File: src/rtl/mc_ctrl_pkg.sv
// Shared types and encodings for the multicycle MIPS main controller.
// Imported by the state sequencer and its control-word decoder.
package mc_ctrl_pkg;

  typedef enum logic [3:0] {
    FETCH, DECODE, MEMADR, MEMRD, MEMWB, MEMWR,
    RTYPEEX, RTYPEWB, BEQEX, IMMEX, IMMWB, JEX
  } statetype;

  // Opcode class captured in DECODE so later states never look at live op.
  typedef enum logic [3:0] {
    OC_NONE, OC_LW, OC_SW, OC_RTYPE, OC_BEQ, OC_J,
    OC_ADDI, OC_ANDI, OC_ORI, OC_SLTI, OC_DADDI
  } opclass_t;

  localparam logic [5:0] OP_RTYPE = 6'b000000;
  localparam logic [5:0] OP_LW    = 6'b100011;
  localparam logic [5:0] OP_SW    = 6'b101011;
  localparam logic [5:0] OP_BEQ   = 6'b000100;
  localparam logic [5:0] OP_J     = 6'b000010;
  localparam logic [5:0] OP_ADDI  = 6'b001000;
  localparam logic [5:0] OP_ANDI  = 6'b001100;
  localparam logic [5:0] OP_ORI   = 6'b001101;
  localparam logic [5:0] OP_SLTI  = 6'b001010;
  localparam logic [5:0] OP_DADDI = 6'b011000;

  localparam logic [2:0] ALUOP_ADD   = 3'b000;
  localparam logic [2:0] ALUOP_SUB   = 3'b001;
  localparam logic [2:0] ALUOP_RTYPE = 3'b010;
  localparam logic [2:0] ALUOP_AND   = 3'b011;
  localparam logic [2:0] ALUOP_OR    = 3'b100;
  localparam logic [2:0] ALUOP_SLT   = 3'b101;
  localparam logic [2:0] ALUOP_DADD  = 3'b110;

  typedef struct packed {
    logic       pcwrite;
    logic       branch;
    logic       memwrite;
    logic       irwrite;
    logic       regwrite;
    logic       alusrca;
    logic [1:0] alusrcb;
    logic       iord;
    logic       memtoreg;
    logic       regdst;
    logic [1:0] pcsrc;
    logic [2:0] aluop;
  } ctrl_t;

  function automatic opclass_t decode_op(input logic [5:0] op);
    opclass_t c;
    case (op)
      OP_LW:    c = OC_LW;
      OP_SW:    c = OC_SW;
      OP_RTYPE: c = OC_RTYPE;
      OP_BEQ:   c = OC_BEQ;
      OP_J:     c = OC_J;
      OP_ADDI:  c = OC_ADDI;
      OP_ANDI:  c = OC_ANDI;
      OP_ORI:   c = OC_ORI;
      OP_SLTI:  c = OC_SLTI;
      OP_DADDI: c = OC_DADDI;
      default:  c = OC_NONE;
    endcase
    return c;
  endfunction

endpackage

File: src/rtl/mc_outdec.sv
// Combinational control-word decoder: state plus latched opcode class in,
// raw datapath control word out (reset masking happens in the top).
module mc_outdec
  import mc_ctrl_pkg::*;
(
  input  statetype   state_i,
  input  opclass_t   class_i,
  input  logic       memready_i,
  output ctrl_t      cw_o
);

  always_comb begin
    cw_o = '0;
    case (state_i)
      FETCH: begin
        cw_o.alusrcb = 2'b01;
        cw_o.irwrite = memready_i;
        cw_o.pcwrite = memready_i;
      end
      DECODE:  cw_o.alusrcb = 2'b11;
      MEMADR: begin
        cw_o.alusrca = 1'b1;
        cw_o.alusrcb = 2'b10;
      end
      MEMRD:   cw_o.iord = 1'b1;
      MEMWB: begin
        cw_o.regwrite = 1'b1;
        cw_o.memtoreg = 1'b1;
      end
      MEMWR: begin
        cw_o.iord     = 1'b1;
        cw_o.memwrite = 1'b1;
      end
      RTYPEEX: begin
        cw_o.alusrca = 1'b1;
        cw_o.aluop   = ALUOP_RTYPE;
      end
      RTYPEWB: begin
        cw_o.regwrite = 1'b1;
        cw_o.regdst   = 1'b1;
      end
      BEQEX: begin
        cw_o.alusrca = 1'b1;
        cw_o.aluop   = ALUOP_SUB;
        cw_o.branch  = 1'b1;
        cw_o.pcsrc   = 2'b01;
      end
      IMMEX: begin
        cw_o.alusrca = 1'b1;
        cw_o.alusrcb = 2'b10;
        case (class_i)
          OC_ANDI:  cw_o.aluop = ALUOP_AND;
          OC_ORI:   cw_o.aluop = ALUOP_OR;
          OC_SLTI:  cw_o.aluop = ALUOP_SLT;
          OC_DADDI: cw_o.aluop = ALUOP_DADD;
          default:  cw_o.aluop = ALUOP_ADD;
        endcase
      end
      IMMWB:   cw_o.regwrite = 1'b1;
      JEX: begin
        cw_o.pcsrc   = 2'b10;
        cw_o.pcwrite = 1'b1;
      end
      default: cw_o = '0;
    endcase
  end

endmodule

File: src/rtl/mc_controller.sv
// Multicycle MIPS main controller: state register, next-state logic,
// opcode-class latch and asynchronous masking of all write enables.
module mc_controller (
  input  logic       clk,
  input  logic       reset,
  input  logic [5:0] op,
  input  logic       zero,
  input  logic       memready,
  output logic       pcen,
  output logic       memwrite,
  output logic       irwrite,
  output logic       regwrite,
  output logic       alusrca,
  output logic [1:0] alusrcb,
  output logic       iord,
  output logic       memtoreg,
  output logic       regdst,
  output logic [1:0] pcsrc,
  output logic [2:0] aluop,
  output logic       illegal,
  output logic [3:0] state_o
);
  import mc_ctrl_pkg::*;

  statetype state_q, state_d;
  opclass_t class_q, class_d;
  opclass_t opDec;
  ctrl_t    cw;

  assign opDec = decode_op(op);

  always_ff @(posedge clk or negedge reset) begin
    if (!reset) begin
      state_q <= FETCH;
      class_q <= OC_NONE;
    end else begin
      state_q <= state_d;
      class_q <= class_d;
    end
  end

  always_comb begin
    state_d = state_q;
    class_d = class_q;
    case (state_q)
      FETCH:   if (memready) state_d = DECODE;
      DECODE: begin
        class_d = opDec;
        case (opDec)
          OC_LW, OC_SW:  state_d = MEMADR;
          OC_RTYPE:      state_d = RTYPEEX;
          OC_BEQ:        state_d = BEQEX;
          OC_J:          state_d = JEX;
          OC_ADDI, OC_ANDI, OC_ORI, OC_SLTI, OC_DADDI: state_d = IMMEX;
          default:       state_d = FETCH;
        endcase
      end
      MEMADR:  state_d = (class_q == OC_SW) ? MEMWR : MEMRD;
      MEMRD:   if (memready) state_d = MEMWB;
      MEMWR:   if (memready) state_d = FETCH;
      RTYPEEX: state_d = RTYPEWB;
      IMMEX:   state_d = IMMWB;
      default: state_d = FETCH;
    endcase
  end

  mc_outdec u_outdec (
    .state_i    (state_q),
    .class_i    (class_q),
    .memready_i (memready),
    .cw_o       (cw)
  );

  // Enables are gated by reset directly so an async abort never leaks a write.
  assign pcen     = reset & (cw.pcwrite | (cw.branch & zero));
  assign memwrite = reset & cw.memwrite;
  assign irwrite  = reset & cw.irwrite;
  assign regwrite = reset & cw.regwrite;
  assign illegal  = reset & (state_q == DECODE) & (opDec == OC_NONE);

  assign alusrca  = cw.alusrca;
  assign alusrcb  = cw.alusrcb;
  assign iord     = cw.iord;
  assign memtoreg = cw.memtoreg;
  assign regdst   = cw.regdst;
  assign pcsrc    = cw.pcsrc;
  assign aluop    = cw.aluop;
  assign state_o  = state_q;

endmodule
File: config.mk
export PLATFORM = sky130hd
export DESIGN_NAME = mc_controller
export DESIGN_NICKNAME = d
export VERILOG_FILES = /design/src/rtl/mc_ctrl_pkg.sv /design/src/rtl/mc_outdec.sv /design/src/rtl/mc_controller.sv
export SDC_FILE = /design/constraint.sdc
export NUM_CORES = 1
export LEC_CHECK = 0
export BUFFER_PORTS_ARGS = -buffer_cell sky130_fd_sc_hd__buf_2
export CAP_MARGIN = 40
export CELL_PAD_IN_SITES_DETAIL_PLACEMENT = 1
export CELL_PAD_IN_SITES_GLOBAL_PLACEMENT = 1
export CORE_MARGIN = 4
export CORE_UTILIZATION = 40
export DETAILED_ROUTE_END_ITERATION = 16
export PLACE_DENSITY_LB_ADDON = 0.05
export SLEW_MARGIN = 30
export SYNTH_ARGS = -nofsm -noshare
export SYNTH_HDL_FRONTEND = slang
export SYNTH_HIERARCHICAL = 1
export SYNTH_SLANG_ARGS = --single-unit
File: constraint.sdc
create_clock -name clk -period 4.57 [get_ports clk]
set_clock_uncertainty 0.1 [all_clocks]
set_input_delay 0.6855 -clock clk [delete_from_list [all_inputs] [get_ports clk]]
set_output_delay 0.6855 -clock clk [all_outputs]
set_load 0.005 [all_outputs]
* After elaboration in Yosys (flattened, before gate mapping)
Memories as Yosys holds them, arrays and structs flattened.
Cells that the tools add are included.
** Cells by class
- Reduce and logical (&&, ||, !) cells :: 8
- Bitwise operators :: 8
- Equal/unequal tests :: 28
- Mux-type cells :: 19
** Operators by type and width (number)
- $pmux 4 s10 :: 1
- $eq 4x4->1 const B :: 7
- $pmux 4 s7 :: 1
- $eq 6x4->1 const B :: 4
- $eq 4x3->1 const B :: 5
- $eq 4x2->1 const B :: 3
- $eq 6x6->1 const B :: 2
- $mux 4 :: 3
- $pmux 3 s4 :: 1
- $pmux 3 s3 :: 1
- $logic_not 4->1 :: 2
- $mux 1 :: 8
- $and 1x1->1 :: 7
- $eq 6x2->1 const B :: 1
- $eq 6x3->1 const B :: 1
- $eq 6x5->1 const B :: 1
- $logic_not 6->1 :: 1
- $ne 2x2->1 const B :: 3
- $pmux 2 s3 :: 1
- $eq 4x1->1 const B :: 1
- $pmux 2 s2 :: 1
- $reduce_or 2->1 :: 2
- $reduce_or 4->1 :: 1
- $mux 3 :: 1
- 4 further kinds :: 4
** Word-level totals
- Memory bits (read-only) :: 64
- Bits of input ports :: 10
- Flip-flop bits (word level) :: 8
- Output and inout port bits :: 20
- Memories kept :: 1
** Memories
- (no name shown) :: words 16, width 4, read ports 1, clocked after memory_dff 0, wr ports 0, RTL line mc_controller.sv:49 : case (opDec)

* Longest topological paths before layout
Gate-level depths: netlist of the first run.
- Depth after elaboration :: 5
- Gate-level depth with buffers :: 6
- Depth with buffers taken out :: 5

* By module
Netlist of the first run, hierarchy kept.
** By module, submodules not included
- mc_controller :: area an instance 780.7 um^2, seq. area each 200.2 um^2, cells an instance 90, times used 1
- mc_outdec :: area an instance 231.5 um^2, seq. area each 0.0 um^2, cells an instance 35, times used 1

* Worst setup path after synthesis of the first run
OpenSTA, ideal clock, no wires.
- Kind :: input to output
- Start :: input port op[4]
- End :: output port illegal
- Slack :: 2.244 ns
- Stages on the path :: 5
- Arrival time :: 1.541 ns
- Path buffers :: 1
- Required time :: 3.784 ns
- Cells stage by stage :: buf_4 > and4bb_2 > nand2_1 > o31ai_2 > nor4b_1
** On the way
- Word-level cells in the longest chain between the ends :: 4
- Elaborated cells between the ends (all ways) :: 13
- Those cells by class :: 9 x eq/ne; 1 x mux; 1 x bitwise; 2 x reduce/logical
** RTL lines
- from (decl) :: RTL line mc_controller.sv:6 : input logic [5:0] op,
- $eq 6x5->1 (tied with other cells) :: RTL line mc_ctrl_pkg.sv:52 : case (op)
- $pmux 4 s10 (*) :: RTL line mc_ctrl_pkg.sv:52
- $logic_not 4->1 (*) :: RTL line mc_controller.sv:79 : assign illegal = reset & (state_q == DECODE) & (opDec == OC_NONE);
- $and 1x1->1 (*) :: RTL line mc_controller.sv:79
- to (decl) :: RTL line mc_controller.sv:20 : output logic illegal,
Every way passes the cells marked *; elsewhere a longest branch is shown, timed or not.

* Worst setup path after layout of the first run
- Start :: register state_q[2], in the netlist state_o[2]
- End :: output port illegal
** On the way
- Word-level cells in the longest chain between the ends :: 3
** RTL lines
- from (decl) :: RTL line mc_controller.sv:25 : statetype state_q, state_d;
- from (signal assigned) :: RTL line mc_controller.sv:37 : state_q <= state_d;
- $eq 4x1->1 :: RTL line mc_controller.sv:79
- $and 1x1->1 (2 in a row) :: RTL line mc_controller.sv:79
No other way between the ends.

==> summary.md, run 1 <==
| Metric | Value |
|---|---|
| Slew HR | `56.23%` |
| Latest clock arrival within the worst-skew pair | `0.25 ns` |
| Width of the chip | `between 50 and 60 um` |
| N_diodes | `0` |
| Sw Ratio | `between 40 and 50%` |
| Vias per inst | `~5.7` |
| Final Total Pwr | `0.5133 mW` |
| RSZ-0062 raised after global routing | `false` |
| Gr usage total | `~18%` |
| Pins Over Slew Limit | `0` |
| Post-synth EDFFs | `0` |
| Final worst path period share | `60.69%` |
| Power Internal | `between 0.2 and 0.3 mW` |
| Max Clock Freq | `between 0.3 and 0.4 GHz` |
| Share of layout cells above drive strength 1 | `between 30% and 40%` |
| Worst EP required | `3.78 ns` |
| Final Hold Viols | `0` |
| Post-route ant nets | `0` |
| Post-Synth XOR/XNOR Area | `under 10%` |
| Total CTS buffers | `3` |
| Synthesis-to-layout area growth | `12.36%` |
| Cell taking the most area after synthesis | `dfrtp_1` |
| Port-buffer cells | `29` |
| Clock sink count | `8` |
| Power share of the sequential group | `between 30 and 40%` |
| Post-Synth Adder-Cell Area | `about 1.1%` |
| Tmin final | `2.773 ns` |
| Row cnt | `17` |
| Grt total ovfl | `0` |
| Mux share of post-synthesis cell area | `1.978%` |
| Top cells by count, synth | `12 x a21oi_1, 10 x nand2_1, 10 x nor2_1, 8 x dfrtp_1, 7 x o21ai_0` |
| Number of vias in the routed layout | `1000` |
| Synth top area cells | `dfrtp_1 20%, a21oi_1 5.9%, buf_6 4.4%` |
| Worst-case clock buffer depth | `2` |
| Top-count cell post-synth | `a21oi_1` |
| Library cells used by synthesis | `48` |
| Syn Std Cell Area | `between 1000 and 1500 um^2` |
| I/O pins | `30` |
| Setup Buffers After CTS | `0` |
| Pwr Density | `about 450 nW/um^2` |
| Post-synthesis average cell area | `8.098 um^2` |
| Measured slew at the worst slew-check pin | `about 0.66 ns` |
| CP Capture Type | `output pin` |
| Initial DRC Count | `24` |
| Synth Warn # | `6` |
| Drt drc | `0` |
| Post-CTS sizing | `0` |
| Net switching power of the design | `around 0.25 mW` |
| Post-layout util | `approximately 49%` |
| CP Max Fanout | `14` |
| Post-Synthesis Cells | `between 100 and 150` |
| Die area | `roughly 3400 um^2` |
| Simple-gate share of the synthesized area | `approximately two fifths` |
| Initial Util | `between 40% and 50%` |
| Largest net degree at the start of global routing | `20` |
| Seq/Total Area, Yosys | `19.78%` |
| Crit path DAT | `approximately 2.0 ns` |
| Die height | `~58 um` |
| Cells along the critical path | `nand2b_4, or3_1, nor4b_1, buf_2` |
| CTS root buffer | `clkbuf_4` |
| Worst VDD drop | `about 0.23 mV` |
| Clock slew at reported path FFs | `about 0.05 ns` |
| Setup Total Neg Slack | `0 ns` |
| Hold_buf cts | `0` |
| Post-synthesis register bit count | `8` |
| Routed wire length | `roughly 2800 um` |
| CTS tree | `yes` |
| Synth top area share | `approximately a fifth` |
| Initial antenna violation count | `0` |
| MaxCap Viol Count | `0` |
| Top FF cell, synth | `dfrtp_1` |
| First-pass GRT wire length | `roughly 4600 um` |
| Drt pass-1 iters | `4` |
| Comb pwr share | `a little under three fifths` |
| CP max stage cell | `dfrtp_1` |
| Layout fillers | `about 320` |
| FFs w/ async S/R, synth | `100.0%` |
| Worst path max stage delay | `~0.53 ns` |
| Routability cong. | `about 0.84` |
| H-tree Lvls | `1` |
| # setup viols final | `0` |
| Synthesized Nets | `about 140` |
| Clk network pwr share | `10.4%` |
| Core outline area | `about 2300 um^2` |
| Status | `completed` |
| Startpoint types | `flip-flop` |
| Final HPWL DP | `2158 um` |
| Layout Nets | `160` |
| Pleak | `between 0.5 and 0.6 nW` |
| Compound-Gate Fraction of Synth Area | `between 20% and 30%` |
| WS Path Type | `reg2out` |
| HP Class | `in2async` |
| DR WL/cell | `between 15 and 20 um` |
| Vias in the first global route | `approximately 950` |
| Combinational family with the most area after synthesis | `simple AND/OR/NAND/NOR gates` |
[per-layer routing]
metal,global-route usage (%),vias to the layer above,share of wire [%]
li1,-,497,-
met2,29.67,31,48
met4,8.940,0,2.1
met1,22.15,466,45
met5,0,-,0
met3,2.193,6,4.9
[path summary, 6_finish.rpt]
| path | from | endpoint | slack, ns | depth (start not counted) |
|---|---|---|---|---|
| worst max-delay path | state_o[2] | illegal | 1.80 | 4 |
| worst min-delay path | reset | class_q[1] | 0.19 | 1 |
| worst max register to register | state_o[2] | state_o[2] | 2.77 | 3 |
| worst min register to register | class_q[3] | class_q[3] | 0.50 | 2 |
| max in group asynchronous | reset | state_o[0] | 3.98 | 1 |
| min in group clk | class_q[3] | class_q[3] | 0.50 | 2 |
[kinds of logic after synthesis]
kind of cell / count (synthesis)
AND/OR/NAND/NOR: 62
multiplexers: 2
AO/OA/AOI/OAI: 35
buffers and inverters: 14
adder cells (fa/ha/maj): 1
flip-flops: 8
XOR/XNOR: 3
[power by group through the flow]
stage,Combinational [mW],Sequential (mW),Clock (mW)
2_1_floorplan,0.251,0.129,0
3_3_place_gp,0.277,0.167,0
3_5_place_dp,0.292,0.172,0
4_1_cts,0.294,0.171,0.0556
5_1_grt,0.322,0.183,0.0619
6_report,0.289,0.170,0.0536
[sequential cells by signal (all words and copies together), names as in the netlist]
name,flops
class_q,4
state_o,4
[per-stage QoR]
step,instances,hold WS [ns],instance area [um^2],setup WS [ns]
6_report,176,0.1903,1137,1.797
3_5_place_dp,173,0.4587,1115,1.852
4_1_cts,176,0.1840,1137,1.765
2_1_floorplan,125,0.2899,1012,2.244
5_1_grt,176,0.1901,1137,1.625
3_3_place_gp,173,0.4392,1115,1.890
[cell type report]
cell class	count	area, um^2	area share (%)
well taps	28	35.03	3.080
multi-input cells	103	715.7	62.93
inverters	5	18.77	1.650
clock buffers	3	22.52	1.980
repair buffers	29	145.1	12.76
flip-flops and latches	8	200.2	17.60
[worst max-delay path: cells and delay by family (launching register included)]
kind                   cells  cell delay [ns]
DFF                        1             0.53
buffers and inverters      1             0.17
and+or+nand+nor            3             1.03
[cell usage in the layout (no fill, tap or decap), types with 3 or more instances in the layout]
cell type / count
nor3_1: 4
inv_1: 5
nand2b_1: 3
nor2b_1: 5
buf_2: 29
o21ai_0: 7
and2_1: 5
clkbuf_4: 3
nand2b_4: 3
a21oi_1: 12
dfrtp_1: 8
nor2_1: 10
nand2_1: 10
No activity file was read; power rests on OpenSTA's default activity.
==> inputs of run 2 (changes only) <==
- CORE_UTILIZATION: 40 -> 33
- clock period: 4.57 -> 2.45 ns (I/O delays scaled with it)
==> run 2 against run 1 <==
Total power is 91% higher. Sequential cell count stayed put. Register-to-register slack worse by 2.0 ns. Utilization is 7.7 points lower. Hold slack better by 0.20 ns. Final cell count is 4.5% higher. Non-clock buffer count is 5 higher. Die area is 18% higher. Combinational power is 120% higher. Critical path type unchanged. Highest routed layer unchanged.
==> summary.md, run 2 (synthesis results as in run 1) <==
| Metric | Value |
|---|---|
| Routability cong. | `0.8695 (+3.7%)` |
| Status | `completed` |
| Most common cell after layout, fill and taps aside | `buf_2` |
| RSZ-0062 raised after global routing | `false` |
| Worst path max stage delay | `0.56 ns (+0.03 ns)` |
| Initial Util | `35.48% (-8.2 points)` |
| Worst VDD drop | `0.4175 mV (+84%)` |
| # setup viols final | `0 (unchanged)` |
| Slew HR | `70.05% (+14 points)` |
| Total CTS buffers | `3 (unchanged)` |
| Largest net degree at the start of global routing | `14 (-30%)` |
| Worst-case clock buffer depth | `2 (unchanged)` |
| Gr usage total | `13.85% (-3.8 points)` |
| N_diodes | `0 (unchanged)` |
| Initial antenna violation count | `0 (unchanged)` |
| Routed wire length | `2744 um (-1.3%)` |
| I/O pins | `30 (unchanged)` |
| Max Used Layer | `met4` |
| CP Max Fanout | `11 (-3)` |
| Initial DRC Count | `45 (+88%)` |
| Setup Total Neg Slack | `0 ns (unchanged)` |
| Crit path DAT | `1.80 ns (-0.19 ns)` |
| Cells along the critical path | `or3_1, nor4b_1, buf_2` |
| Share of layout cells above drive strength 1 | `32.68% (+1.6 points)` |
| Final worst path period share | `~90%` |
| Final HPWL DP | `2124 um (-1.6%)` |
| Pins Over Slew Limit | `0 (unchanged)` |
| Tmin final | `about 2.3 ns` |
| Layout Nets | `165 (+3.1%)` |
| Drt pass-1 iters | `6 (+2)` |
| Grt total ovfl | `0 (unchanged)` |
| Worst reg2reg setup slack | `0.76 ns (-2.01 ns)` |
| CP Buf/Inv Count | `1 (unchanged)` |
| DR WL met2 | `1322 um (-0.75%)` |
| Kind of cell adding the most delay to the critical path | `simple AND/OR/NAND/NOR gates` |
| Width of the chip | `63.39 um (+8.7%)` |
| Clock sink count | `8 (unchanged)` |
| Setup Buffers After CTS | `0 (unchanged)` |
| MaxCap Viol Count | `0 (unchanged)` |
| Vias per inst | `5.701 (+0.34%)` |
| Met3 wire len | `153 um (+13%)` |
| Pwr Density | `830.4 nW/um^2 (+84%)` |
| Measured slew at the worst slew-check pin | `0.4459 ns (-0.2106 ns)` |
| First-pass GRT wire length | `4636 um (+1.4%)` |
| Drt drc | `0 (unchanged)` |
| CP max stage cell | `or3_1` |
| Core outline area | `2853 um^2 (+23%)` |
| Port-buffer cells | `29 (unchanged)` |
| Number of vias in the routed layout | `1049 (+4.9%)` |
| CTS root buffer | `clkbuf_4` |
| Vias in the first global route | `989 (+3.9%)` |
| HP Class | `in2reg` |
| Final Hold Viols | `0 (unchanged)` |
| WS Path Type | `reg2out` |
| Clock slew at reported path FFs | `0.06 ns (about the same)` |
| CP Capture Type | `output pin` |
| Row cnt | `19 (+2)` |
| Post-layout util | `41.40% (-7.7 points)` |
| Die area | `4018 um^2 (+18%)` |
| Met1 WL | `1251 um (about the same)` |
| Synthesis-to-layout area growth | `16.69%` |
| Startpoint types | `flip-flop` |
| Die height | `63.39 um (+8.7%)` |
| Max Clock Freq | `approximately 0.44 GHz` |
| Post-route ant nets | `0 (unchanged)` |
| H-tree Lvls | `1 (unchanged)` |
| Most frequent cells in the layout | `29 x buf_2, 12 x a21oi_1, 10 x nor2_1, 10 x nand2_1, 8 x dfrtp_1` |
| Latest clock arrival within the worst-skew pair | `0.26 ns (about the same)` |
| Worst EP required | `1.98 ns (-1.80 ns)` |
| Pleak | `0.5276 nW (+5.0%)` |
| WHS | `0.3952 ns (+0.2049 ns)` |
| CTS tree | `yes` |
| DR WL/cell | `14.91 um (-5.6%)` |
run 2: cell types whose count changed in the layout (fill, tap and decap cells not counted), sizes merged:
cell         before  now
buf              29   33
dlygate4sd3       0    1
run 2: per-layer routing:
metal  vias up  GRT usage, %
li1        507             -
met1       500         17.58
met2        36         23.21
met3         6         3.197
met4         0         4.043
met5         -             0
run 2: final timing paths:
path | startpoint | endpoint | cells after the start
max | state_o[3] | illegal | 3
min | op[4] | state_o[2] | 2
max reg2reg | state_o[1] | state_o[2] | 5
min reg2reg | class_q[3] | class_q[3] | 2
max in group asynchronous | reset | class_q[1] | 2
min in group asynchronous | reset | state_o[3] | 2
run 2: worst reg2reg max path: cells and delay by family (launching register included):
| kind | cells | cell delay [ns] |
|---|---|---|
| AO/OA/AOI/OAI | 3 | 0.32 |
| AND/OR/NAND/NOR | 1 | 0.46 |
| buffers and inverters | 1 | 0.22 |
| flip-flops | 1 | 0.47 |
run 2: where the power goes:
part	switching (mW)	internal (mW)	leakage (nW)	total [mW]
Combinational	0.337	0.299	0.406	0.636
Sequential	0.0674	0.175	0.108	0.243
Clock	0.0457	0.0561	0.0138	0.102
Total	0.450	0.531	0.528	0.981
run 2: final cells by class:
cell class                 count  area, um^2
clock buffer                   3       22.52
fill                         369        1672
sequential                     8       200.2
multi-input combinational    103       715.7
tap                           31       38.79
inverter                       5       18.77
timing repair buffer          34       185.2
run 2: metrics by stage:
| stage | setup slack (ns) | total power [mW] | cell area, um^2 | std cells |
|---|---|---|---|---|
| 2_1_floorplan | 0.5384 | 0.7087 | 1012 | 125 |
| 3_5_place_dp | 0.3925 | 0.8892 | 1149 | 180 |
| 4_1_cts | 0.1688 | 0.9939 | 1181 | 184 |
| 5_1_grt | 0.007539 | 1.089 | 1181 | 184 |
| 3_3_place_gp | 0.3847 | 0.8737 | 1149 | 180 |
| 6_report | 0.1828 | 0.9809 | 1181 | 184 |
run 2: timing repair:
item,in CTS,in global routing
hold buffers,1,0
hold endpoints to repair,8,0
gates resized for setup,0,0
